==> config.mk <==
export PLATFORM = sky130hd
export DESIGN_NAME = systolic_ctrl
export DESIGN_NICKNAME = d
export VERILOG_FILES = /design/src/rtl/sa_pkg.sv /design/src/rtl/sa_phase_cnt.sv /design/src/rtl/systolic_ctrl.sv
export SDC_FILE = /design/constraint.sdc
export NUM_CORES = 1
export LEC_CHECK = 0
export BUFFER_PORTS_ARGS = -buffer_cell sky130_fd_sc_hd__buf_2
export CAP_MARGIN = 5
export CORE_AREA = 2 2 96 98
export CTS_CLUSTER_DIAMETER = 30
export DETAILED_ROUTE_END_ITERATION = 6
export DIE_AREA = 0 0 98 100
export PLACE_DENSITY = 0.75
export SYNTH_ARGS = -nofsm -noshare
export SYNTH_HDL_FRONTEND = slang
export SYNTH_SLANG_ARGS = --single-unit
==> constraint.sdc <==
create_clock -name clk -period 2.3 [get_ports clk]
set_input_delay 0.23 -clock clk [delete_from_list [all_inputs] [get_ports clk]]
set_output_delay 0.23 -clock clk [all_outputs]
set_load 0.05 [all_outputs]
==> src/rtl/sa_pkg.sv <==
// Shared types and constants for the systolic array controller.
//   sa_state_e    : controller FSM states
//   IDW           : width of one per-buffer load position field
//   CLEAR_LEN     : CLEAR phase length (2N-1) for the default array size
//   SHIFT_LEN     : SHIFT phase length (3N-2) for the default array size
//   clear_len()   : CLEAR phase length for any N
//   shift_len()   : SHIFT phase length for any N
package sa_pkg;

    localparam int IDW       = 3;
    localparam int N_DEF     = 4;
    localparam int CLEAR_LEN = 2 * N_DEF - 1;
    localparam int SHIFT_LEN = 3 * N_DEF - 2;

    typedef enum logic [2:0] {
        ST_IDLE   = 3'd0,
        ST_CLEAR  = 3'd1,
        ST_LOAD   = 3'd2,
        ST_SHIFT  = 3'd3,
        ST_OUTPUT = 3'd4,
        ST_DONE   = 3'd5
    } sa_state_e;

    function automatic int clear_len(input int n);
        return 2 * n - 1;
    endfunction

    function automatic int shift_len(input int n);
        return 3 * n - 2;
    endfunction

endpackage

==> src/rtl/sa_phase_cnt.sv <==
// Loadable down counter with zero flag; times the CLEAR, SHIFT and OUTPUT
// phases of the systolic controller.
//   clk, rst : clock, synchronous active-high reset
//   ld       : load ld_val (takes priority over counting)
//   ld_val   : value loaded (phase length minus one)
//   cnt      : current count, decrements by one per cycle, stops at zero
//   zero     : cnt == 0 (last cycle of the running phase)
module sa_phase_cnt #(
    parameter int W = 4
) (
    input  logic         clk,
    input  logic         rst,
    input  logic         ld,
    input  logic [W-1:0] ld_val,
    output logic [W-1:0] cnt,
    output logic         zero
);

    logic [W-1:0] cnt_q, cnt_d;

    always_comb begin
        cnt_d = cnt_q;
        if (ld) begin
            cnt_d = ld_val;
        end else if (cnt_q != '0) begin
            cnt_d = cnt_q - 1'b1;
        end
    end

    always_ff @(posedge clk) begin
        if (rst) begin
            cnt_q <= '0;
        end else begin
            cnt_q <= cnt_d;
        end
    end

    assign cnt  = cnt_q;
    assign zero = (cnt_q == '0);

endmodule

==> src/rtl/systolic_ctrl.sv <==
// Controller sequencing one N x N matrix multiply on a systolic array:
// CLEAR the buffers, LOAD N operand beats, SHIFT them through, then
// collect N result rows during OUTPUT.
//   start / busy / done          : launch, activity flag, one-cycle completion pulse
//   mat_rd_en / mat_rd_idx       : operand fetch request for beat k (LOAD only)
//   mat_valid, a_in, b_in        : fetched column k of A / row k of B
//   load / shift / OutputSign    : mutually exclusive array enables
//   id_A / id_B, shift_in_A / _B : per-buffer load position and data
//   shift_out                    : array result row
//   res_valid / res_idx / res_row: captured result beat
//   stall_cnt                    : LOAD stall cycles, built only when the
//                                  macro SA_CTRL_PERF_EN is defined, else 0
module systolic_ctrl
    import sa_pkg::*;
#(
    parameter int N       = N_DEF,
    parameter int DW      = 8,
    parameter int OUT_LAT = 1
) (
    input  logic                                 clk,
    input  logic                                 rst,
    input  logic                                 start,
    output logic                                 busy,
    output logic                                 done,
    output logic                                 mat_rd_en,
    output logic [((N > 1) ? $clog2(N) : 1)-1:0] mat_rd_idx,
    input  logic                                 mat_valid,
    input  logic [N*DW-1:0]                      a_in,
    input  logic [N*DW-1:0]                      b_in,
    output logic                                 load,
    output logic                                 shift,
    output logic                                 OutputSign,
    output logic [N*IDW-1:0]                     id_A,
    output logic [N*IDW-1:0]                     id_B,
    output logic [N*DW-1:0]                      shift_in_A,
    output logic [N*DW-1:0]                      shift_in_B,
    input  logic [N*DW-1:0]                      shift_out,
    output logic                                 res_valid,
    output logic [((N > 1) ? $clog2(N) : 1)-1:0] res_idx,
    output logic [N*DW-1:0]                      res_row,
    output logic [15:0]                          stall_cnt
);

    localparam int KW    = (N > 1) ? $clog2(N) : 1;
    localparam int C_LEN = clear_len(N);
    localparam int S_LEN = shift_len(N);
    localparam int O_LEN = N + OUT_LAT;
    localparam int CW    = $clog2(C_LEN + S_LEN + O_LEN + 1);

    sa_state_e state_q, state_d;
    logic [KW-1:0] k_q, k_d;
    logic          start_acc;
    logic          cnt_ld;
    logic [CW-1:0] cnt_ld_val;
    logic [CW-1:0] cnt;
    logic          cnt_zero;
    logic [IDW-1:0] clr_id;

    sa_phase_cnt #(.W(CW)) u_phase_cnt (
        .clk    (clk),
        .rst    (rst),
        .ld     (cnt_ld),
        .ld_val (cnt_ld_val),
        .cnt    (cnt),
        .zero   (cnt_zero)
    );

    // Counter runs C_LEN-1 down to 0 in CLEAR, so elapsed cycles = C_LEN-1-cnt.
    assign clr_id = IDW'(CW'(C_LEN - 1) - cnt);
    assign busy   = (state_q != ST_IDLE);

    always_comb begin
        state_d    = state_q;
        k_d        = k_q;
        start_acc  = 1'b0;
        cnt_ld     = 1'b0;
        cnt_ld_val = '0;
        done       = 1'b0;
        mat_rd_en  = 1'b0;
        mat_rd_idx = '0;
        load       = 1'b0;
        shift      = 1'b0;
        OutputSign = 1'b0;
        id_A       = '0;
        id_B       = '0;
        shift_in_A = '0;
        shift_in_B = '0;
        case (state_q)
            ST_IDLE: begin
                if (start) begin
                    start_acc  = 1'b1;
                    state_d    = ST_CLEAR;
                    cnt_ld     = 1'b1;
                    cnt_ld_val = CW'(C_LEN - 1);
                end
            end
            ST_CLEAR: begin
                load = 1'b1;
                for (int i = 0; i < N; i++) begin
                    id_A[i*IDW +: IDW] = clr_id;
                    id_B[i*IDW +: IDW] = clr_id;
                end
                if (cnt_zero) begin
                    state_d = ST_LOAD;
                    k_d     = '0;
                end
            end
            ST_LOAD: begin
                mat_rd_en  = 1'b1;
                mat_rd_idx = k_q;
                // A stalled fetch holds k and keeps the array idle.
                if (mat_valid) begin
                    load       = 1'b1;
                    shift_in_A = a_in;
                    shift_in_B = b_in;
                    for (int i = 0; i < N; i++) begin
                        id_A[i*IDW +: IDW] = IDW'(k_q) + IDW'(i);
                        id_B[i*IDW +: IDW] = IDW'(k_q) + IDW'(i);
                    end
                    if (k_q == KW'(N - 1)) begin
                        state_d    = ST_SHIFT;
                        cnt_ld     = 1'b1;
                        cnt_ld_val = CW'(S_LEN - 1);
                    end else begin
                        k_d = k_q + 1'b1;
                    end
                end
            end
            ST_SHIFT: begin
                shift = 1'b1;
                if (cnt_zero) begin
                    state_d    = ST_OUTPUT;
                    cnt_ld     = 1'b1;
                    cnt_ld_val = CW'(O_LEN - 1);
                end
            end
            ST_OUTPUT: begin
                // First N of the N+OUT_LAT cycles request rows; the tail
                // only waits out the array's output latency.
                OutputSign = (cnt >= CW'(OUT_LAT));
                if (cnt_zero) begin
                    state_d = ST_DONE;
                end
            end
            ST_DONE: begin
                done    = 1'b1;
                state_d = ST_IDLE;
            end
            default: begin
                state_d = ST_IDLE;
            end
        endcase
    end

    // Result capture: OutputSign delay line, capture one cycle before res_valid.
    logic [OUT_LAT-1:0] os_pipe_q, os_pipe_d;
    logic [OUT_LAT:0]   os_tap;
    logic               res_cap;
    logic [N*DW-1:0]    res_row_q, res_row_d;
    logic [KW-1:0]      res_idx_q, res_idx_d;

    assign os_tap    = {os_pipe_q, OutputSign};
    assign res_cap   = os_tap[OUT_LAT-1];
    assign res_valid = os_tap[OUT_LAT];

    always_comb begin
        os_pipe_d = os_tap[OUT_LAT-1:0];
        res_row_d = res_cap ? shift_out : '0;
        res_idx_d = res_idx_q;
        if (start_acc) begin
            res_idx_d = '0;
        end else if (res_valid) begin
            res_idx_d = (res_idx_q == KW'(N - 1)) ? '0 : res_idx_q + 1'b1;
        end
    end

    assign res_row = res_row_q;
    assign res_idx = res_valid ? res_idx_q : '0;

    always_ff @(posedge clk) begin
        if (rst) begin
            state_q   <= ST_IDLE;
            k_q       <= '0;
            os_pipe_q <= '0;
            res_row_q <= '0;
            res_idx_q <= '0;
        end else begin
            state_q   <= state_d;
            k_q       <= k_d;
            os_pipe_q <= os_pipe_d;
            res_row_q <= res_row_d;
            res_idx_q <= res_idx_d;
        end
    end

`ifdef SA_CTRL_PERF_EN
    logic [15:0] stall_q, stall_d;

    always_comb begin
        stall_d = stall_q;
        if (start_acc) begin
            stall_d = '0;
        end else if (state_q == ST_LOAD && !mat_valid && stall_q != 16'hFFFF) begin
            stall_d = stall_q + 16'd1;
        end
    end

    always_ff @(posedge clk) begin
        if (rst) begin
            stall_q <= '0;
        end else begin
            stall_q <= stall_d;
        end
    end

    assign stall_cnt = stall_q;
`else
    assign stall_cnt = 16'd0;
`endif

endmodule

Word level (Yosys, flattened, before mapping)
Cells that the tools add are included.
Widths: inputs -> output; s select.
{"block": "totals", "ff_bits": 45, "input_bits": 100, "out_inout_bits": 147, "elab_cells": 78}
{"block": "op_classes", "addsub": 7, "magnitude_cmp": 1, "eq_ne": 14, "muxes": 39, "bitwise_logic": 1, "reduce_logical": 10}
{"op": "$mux 32", "n": 4}
{"op": "$mux 3", "n": 8}
{"op": "$pmux 12 s2", "n": 1}
{"op": "$pmux 3 s5", "n": 1}
{"op": "$ne 2x2->1 const B", "n": 7}
{"op": "$mux 12", "n": 1}
{"op": "$mux 2", "n": 6}
{"op": "$pmux 4 s3", "n": 1}
{"op": "$mux 1", "n": 10}
{"op": "$mux 5", "n": 2}
{"op": "$mux 4", "n": 2}
{"op": "$add 2x2->3 const B", "n": 2}
{"op": "$eq 3x2->1 const B", "n": 2}
{"op": "$eq 3x3->1 const B", "n": 2}
{"op": "$reduce_and 6->1", "n": 1}
{"op": "$ge 5x1->1 const B", "n": 1}
{"op": "$logic_not 5->1", "n": 1}
{"op": "$reduce_bool 5->1", "n": 1}
{"op": "$sub 5x1->5 const B", "n": 1}
{"op": "$add 2x1->2 const B", "n": 2}
{"op": "$eq 2x2->1 const B", "n": 2}
{"op": "$pmux 2 s2", "n": 1}
{"op": "$reduce_and 4->1", "n": 1}
{"op": "$reduce_bool 2->1", "n": 2}
{"op": "other kinds (9)", "n": 10}

Logic depth before layout (Yosys ltp)
Gate-level depths: netlist of run 1.
{"block": "depth", "ltp_word": 5, "depth_mapped": 6, "mapped_depth_nobuf": 5}

Cells and area by module
A second synthesis of run 1 with hierarchy kept.
{"block": "hier_totals", "cells_unflattened": 291, "hier_area_um2": 2458.6}
{"module": "systolic_ctrl", "n_inst": 1, "cells_per_inst": 259, "area_per_inst_um2": 2170.8, "seq_area_each_um2": 800.8}
{"module": "sa_phase_cnt", "n_inst": 1, "cells_per_inst": 32, "area_per_inst_um2": 287.8, "seq_area_each_um2": 100.1}

Worst setup path before layout of run 1
No wires, ideal clock.
{"block": "synth_path", "kind": "reg-to-output", "startpoint": "reg state_q[1]", "endpoint": "out mat_rd_idx[0] in the netlist's numbering", "arrival_time_ps": 2491, "required_ps": 2070, "slack_ps": -421, "path_stages_with_launch": 4, "n_path_buf": 1, "path_cell_list": "dfxtp_1 clkbuf_1 nor3b_1 and2_1"}
{"block": "synth_between", "elab_chain_len": 2}
{"item": "from (decl)", "line_no": "systolic_ctrl.sv:50", "rtl": "sa_state_e state_q, state_d;"}
{"item": "from (signal assigned)", "line_no": "systolic_ctrl.sv:188", "rtl": "state_q <= state_d;"}
{"item": "$eq 3x2->1", "line_no": "systolic_ctrl.sv:88", "rtl": "case (state_q)"}
{"item": "$mux 2", "line_no": "systolic_ctrl.sv:88"}
{"item": "to (decl)", "line_no": "systolic_ctrl.sv:26", "rtl": "output logic [((N > 1) ? $clog2(N) : 1)-1:0] mat_rd_idx,"}
Every way passes these cells.

Worst setup path in the final report of run 1
{"block": "layout_path", "startpoint": "reg state_q[1]", "endpoint": "out shift_in_B[2]"}
{"block": "layout_between", "elab_chain_len": 2}
{"item": "$eq 3x2->1", "line_no": "systolic_ctrl.sv:88"}
{"item": "$mux 32", "line_no": "systolic_ctrl.sv:88"}
{"item": "to (decl)", "line_no": "systolic_ctrl.sv:36", "rtl": "output logic [N*DW-1:0] shift_in_B,"}
Every way passes these cells.

==> results of run 1 <==
per-stage QoR:
stage,total power [W],hold WS (ps),TNS [ps]
final,0.00340,124,0
after global routing,0.00357,113,0
after CTS,0.00343,117,0
after detailed placement,0.00293,433,0
after global placement,0.00291,428,0
after floorplan,0.00263,352,-2810
layout make-up:
cell class | count | share of cell area (%)
clock buffer | 6 | 2.01
timing repair buffer | 234 | 32.8
sequential | 45 | 25.0
clock inverter | 2 | 0.416
tap | 111 | 3.85
inverter | 10 | 1.04
multi-input combinational | 197 | 34.9
cells in the mapped netlist (2+ instances only):
master	number
nor2_1	6
nor3_1	2
nand2b_1	4
dfxtp_1	45
nand3_1	4
a21oi_1	3
nand2_1	13
buf_4	30
a31oi_1	2
mux2i_1	3
inv_1	10
nor3b_1	5
xnor2_1	2
and2_1	100
ha_1	7
nor4_1	2
a211oi_2	2
o21ai_0	6
or3_1	2
clkbuf_1	14
flip-flops by register name, indices dropped and copies added (netlist names):
name / flops
k_q: 2
res_row: 32
state_q: 3
res_idx_q: 2
u_phase_cnt.cnt: 5
res_valid: 1
cell families (layout without fill, tap and decap cells):
kind of cell / after synthesis / in the layout
AO/OA/AOI/OAI: 22 / 22
adder cells (fa/ha/maj): 7 / 7
other: 1 / 16
XOR/XNOR: 3 / 3
flip-flops: 45 / 45
AND/OR/NAND/NOR: 146 / 146
buffers and inverters: 56 / 252
multiplexers: 3 / 3
worst min path at each step:
| stage | to | startpoint | cells past startpoint | slack, ps |
|---|---|---|---|---|
| floorplan | res_row[0]$_SDFF_PP0_ | shift_out[0] | 1 | 350 |
| global placement | res_row[17]$_SDFF_PP0_ | shift_out[17] | 2 | 430 |
| detailed placement | res_row[29]$_SDFF_PP0_ | shift_out[29] | 2 | 430 |
| CTS | res_row[2]$_SDFF_PP0_ | shift_out[2] | 2 | 120 |
| global route | res_row[29]$_SDFF_PP0_ | shift_out[29] | 2 | 110 |
| finish | res_row[24]$_SDFF_PP0_ | shift_out[24] | 2 | 120 |
metal layers:
layer	GRT usage [%]	vias to the layer above	wire length [um]	share of wire (%)
li1	-	1273	-	-
met1	13.7	1134	2670	35
met2	29.9	120	4360	57
met3	3.06	6	515	6.8
met4	3.85	0	74	0.97
met5	0	-	0	0
power groups by stage:
stage          Sequential [W]  Combinational, W  Clock [W]
4_1_cts              0.000937           0.00198   0.000506
6_report             0.000939           0.00198   0.000484
3_3_place_gp         0.000950           0.00196          0
3_5_place_dp         0.000956           0.00197          0
2_1_floorplan        0.000915           0.00171          0
5_1_grt              0.000951           0.00209   0.000533
timing repair:
item                                    4_1_cts  5_1_grt
endpoints found under the setup margin        0        8
gates resized for setup                       0        2
buffers inserted                              0        0
==> impl_metrics.toml, run 1 <==
[timing]
worst_slack_ps = 166
rsz0062_at_grt = "no"
setup-violations-final = 0
tightest_slew_ps = 700
fin_crit_sh_pct = 92.8
final.min_clock_period_ps = 2130
maxSlewHeadroom_pct = 53.2
worst_clock_skew_ps = 9.88
hold_viol = 0
drv_slew = 0
clock.fmax_mhz = 469

[cts]
cts_htree_levels = 2
numCtsBuffers = 5
insertion_delay_ps = 300
clock-sinks = 45
root_buffer = "clkbuf_8"
cts_max_path_buffers = 2
cts.clk_slew.worst_paths_ps = 90
cts_hold_buf = 0
cts_tree = "yes"

[setup_path]
rr_worst_depth = 5
reg2reg_from = "u_phase_cnt.cnt[1]$_SDFFE_PP0P_"
ff2ff_setup_slack_ps = 480
r2r-end = "state_q[1]$_SDFFE_PP0P_"
cp_cell_sequence = "and4bb_2 -> buf_4 -> and2_1 -> buf_2"
crit_end = "shift_in_B[2]"
critPathBufInv = 2
cpLargestDelayFamily = "flip-flops"
startpoint = "state_q[1]$_SDFFE_PP0P_"
cp_slowest_cell = "dfxtp_1"
crit_required_ps = 2070
critPathCaptureType = "output pin"
crit_cells = 4
max_stage_delay_ps = 560
cp-start-kind = "flop"
critical_path_class = "flop to output pin"
arrival_ps = 1900
crit_fanout = 46

[logic_synthesis]
async_flop_share_pct = 0
ys_warn_count = 0
synth.area.top_cells = "dfxtp_1 37%, and2_1 26%, buf_4 9.3%"
synthAdderAreaFrac_pct = 3.60
synth.top_cell.area_share_pct = 37.1
synth_top_family_by_area = "simple AND/OR/NAND/NOR gates"
synthFlopType = "dfxtp_1"
synthMuxAreaShare_pct = 1.24
synthesis.instances = 283
synth_largest_area_cell = "dfxtp_1"
ys_ff_latch = 45
synthSimpleGateAreaFrac_pct = 37.0
seq_area_frac_synth_pct = 37.1
synthXorXnorAreaFrac_pct = 1.08
syn-mean-instance-area_um2 = 8.59
synth-compound-area-share_pct = 6.28
synth_edf_count = 0
syn_area_um2 = 2430
synth_cell_types = 41

[global_routing]
grt.overflow.total = 0
grt_pass1_wl_um = 11100
grt_max_degree = 47
grtUsageTotal_pct = 14.2
grt_pass1_vias = 2300
antenna_found_initial = 0

[power]
power.internal_w = 0.00156
peakVddDrop_mv = 0.672
power_switching_w = 0.00183
swShare_pct = 54.0
power_density_nw_per_um2 = 943
p_comb_share_pct = 58.1
leakagePower_nw = 2.14
pwr-share-seq_pct = 27.6
p_clk_share_pct = 14.2

[placed_design]
dp_slack_ps = 495
place_hpwl_um = 6540
dp.cells = 597
numPortBuffers = 230
gp_congestion = 0.879
placed_area_um2 = 3520

[floorplanning]
ioPinCount = 247
design.core.area_um2 = 8890
initial_core_util_pct = 27.3
fp.dieW_um = 98
fp.dieArea_um2 = 9800
rows = 35
die_h_um = 100

[drt]
drt_pre_antenna_iters = 4
postRouteAntennaNets = 0
wl_um = 7620
drt_iter0_drc = 59
wl_per_cell_um = 12.6
dr_total_vias = 2533
route.detailed.drc = 0
viasPerCell = 4.19

[flow_run]
maxCapViolCount = 0

[layout]
final_cell_mix = "230 x buf_2, 100 x and2_1, 45 x dfxtp_1"
drive_above_1_share_pct = 50.0
seq_area_um2 = 901
layout_commonest_cell = "buf_2"
fin_cells = 605
n_antenna_cell = 0
multi_input_area_um2 = 1260
nFillCells = 912
finalInstanceArea_um2 = 3610
nets = 600
syn2layout_area_growth_pct = 48.3
fin_util_pct = 40.6

[hold_path]
min_path_type = "primary input to flop"

[run_status]
outcome = "finished, final reports clean"
Note: power is estimated with default switching activity, not from simulation.
==> inputs of run 2 (changes only) <==
CORE_AREA = 2 2 97 99   (was 2 2 96 98)
DIE_AREA = 0 0 99 101   (was 0 0 98 100)
SKIP_CTS_REPAIR_TIMING = 1   (was default)
SYNTH_HIERARCHICAL = 1   (was default)
==> run 2 against run 1 <==
Against the previous run:
- wire length grew 8.9%
- clock power rose by 26%
- non-clock buffer count increased by 2
- flip-flop and latch count did not move
==> impl_metrics.toml, run 2 <==
[cts]
clock-sinks = 45
cts_htree_levels = 2
numCtsBuffers = 5
cts_max_path_buffers = 2
insertion_delay_ps = 290
cts_tree = "yes"
cts.clk_slew.worst_paths_ps = 90
root_buffer = "clkbuf_8"

[logic_synthesis]
synthesis.instances = 291
ys_ff_latch = 45
synthTopCellsByCount = "100 x and2_1, 45 x dfxtp_1, 30 x buf_4"
synth_largest_area_cell = "dfxtp_1"
synth_edf_count = 0
syn-mean-instance-area_um2 = 8.45
seq_area_frac_synth_pct = 36.6
synth.top_cell.area_share_pct = 36.6
syn_area_um2 = 2460
synth.most_common_cell = "and2_1"
synthFlopType = "dfxtp_1"
ys_warn_count = 6
synth.area.top_cells = "dfxtp_1 37%, and2_1 25%, buf_4 9.2%"
synth_cell_types = 44
async_flop_share_pct = 0

[layout]
drive_above_1_share_pct = 50.9
largest_reg_flops = 32
layout_commonest_cell = "buf_2"
n_antenna_cell = 0
nFillCells = 922
nets = 612
fin_cells = 618
syn2layout_area_growth_pct = 53.0
final_cell_mix = "230 x buf_2, 100 x and2_1, 44 x dfxtp_1"

[timing]
hold_ws_ps = 130
clock.fmax_mhz = 469
setup-violations-final = 0
drv_slew = 0
hold_viol = 0
fin_crit_sh_pct = 92.6
final.min_clock_period_ps = 2130
worst_clock_skew_ps = 9.90
rsz0062_at_grt = "no"

[global_routing]
met2_usage_pct = 29.9
grt_pass1_wl_um = 12100
antenna_found_initial = 0
grt_pass1_vias = 2546
grtUsageTotal_pct = 15.3
grt_max_degree = 51
grt.overflow.total = 0
grt_util_met3_pct = 4.72
grtUsageMet1_pct = 15.6
grt.busiest_layer = "met2"

[floorplanning]
design.core.area_um2 = 8980
ioPinCount = 247
initial_core_util_pct = 27.4
die_h_um = 101
fp.dieW_um = 99
fp.dieArea_um2 = 10000
rows = 35

[setup_path]
cp_slowest_cell = "dfxtp_1"
crit_required_ps = 2070
cp_cell_sequence = "buf_4 -> nand3b_1 -> o21a_1 -> nor2_1 -> buf_2"
rr_worst_depth = 9
r2r-end = "u_phase_cnt/cnt[1]$_SDFFE_PP0P_"
max_stage_delay_ps = 410
ff2ff_setup_slack_ps = 180
cpLargestDelayFamily = "buffers and inverters"
arrival_ps = 1900
cp-start-kind = "flop"
reg2reg_from = "u_phase_cnt/cnt[0]$_SDFFE_PP0P_"
critical_path_class = "flop to output pin"
crit_fanout = 10
critPathBufInv = 2
critPathCaptureType = "output pin"

[flow_run]
maxCapViolCount = 0

[placed_design]
numPortBuffers = 230
gp_congestion = 0.851
dp.cells = 610
place_hpwl_um = 7220

[drt]
route.detailed.drc = 0
dr_total_vias = 2645
postRouteAntennaNets = 0
wl_per_cell_um = 13.4
drt_pre_antenna_iters = 4
drt_iter0_drc = 44
wl_um = 8300
viasPerCell = 4.28

[hold_path]
hold_end = "res_row[8]$_SDFF_PP0_"
min_path_type = "primary input to flop"
min_from = "shift_out[8]"
hold_depth = 2

[power]
leakagePower_nw = 2.20
power_density_nw_per_um2 = 997
peakVddDrop_mv = 0.456

[run_status]
outcome = "finished, final reports clean"
[run 2: how the worst max path moves through the flow]
| stage | slack, ps | cells past startpoint | end | startpoint |
|---|---|---|---|---|
| 2_1_floorplan | 0.2 | 5 | id_B[11] | state_q[1]$_SDFFE_PP0P_ |
| 3_3_place_gp | 230 | 9 | u_phase_cnt/cnt[1]$_SDFFE_PP0P_ | u_phase_cnt/cnt[0]$_SDFFE_PP0P_ |
| 3_5_place_dp | 140 | 9 | u_phase_cnt/cnt[1]$_SDFFE_PP0P_ | u_phase_cnt/cnt[0]$_SDFFE_PP0P_ |
| 4_1_cts | -10 | 4 | shift_in_B[16] | state_q[1]$_SDFFE_PP0P_ |
| 5_1_grt | 30 | 5 | id_B[9] | state_q[0]$_SDFFE_PP0P_ |
| 6_report | 170 | 5 | id_B[9] | state_q[0]$_SDFFE_PP0P_ |
[run 2: cells by family after synthesis]
group           synth area share (%)
mux                             1.27
other cells                    0.153
simple gates                    36.6
xor+xnor                        1.07
buf+inv                         13.7
flops                           36.6
fa+ha+maj                       3.05
compound gates                  7.43
[run 2: layout make-up]
type / count / area (um^2) / share of cell area, %
timing repair buffer: 236 / 1210 / 32.1
inverter: 15 / 56.3 / 1.50
multi-input combinational: 203 / 1340 / 35.5
tap: 111 / 139 / 3.69
sequential: 45 / 902 / 24.0
clock inverter: 2 / 37.5 / 0.998
clock buffer: 6 / 82.6 / 2.20
[run 2: power breakdown]
group,switching [W],internal (W)
combinational,0.00161,0.000588
sequential,0.000102,0.000834
clock,0.000259,0.000353
[run 2: worst reg2reg max path, delay by kind of cell (launching register included)]
family                   cells  cell delay, ps
AO/OA/AOI/OAI                3             560
adder cells (fa/ha/maj)      1             220
buffers and inverters        2             230
flip-flops                   1             400
AND/OR/NAND/NOR              3             620
[run 2: routing by layer]
layer,wire length [um],vias to the layer above,part of all wire (%)
met5,0,-,0
met4,166,0,2.0
met3,690,12,8.3
met2,4600,127,55
met1,2840,1198,34
li1,-,1308,-
[run 2: per-stage QoR]
| stage | TNS (ps) | power (W) | cell area [um^2] | util [%] | setup slack, ps |
|---|---|---|---|---|---|
| after floorplan | 0 | 0.00277 | 2570 | - | 0.234 |
| after global placement | 0 | 0.00312 | 3630 | 40.5 | 230 |
| after detailed placement | 0 | 0.00315 | 3630 | 40.5 | 139 |
| after CTS | -18.8 | 0.00377 | 3750 | 41.8 | -10.5 |
| after global routing | 0 | 0.00394 | 3760 | 41.9 | 33.1 |
| final | 0 | 0.00375 | 3760 | 41.9 | 169 |
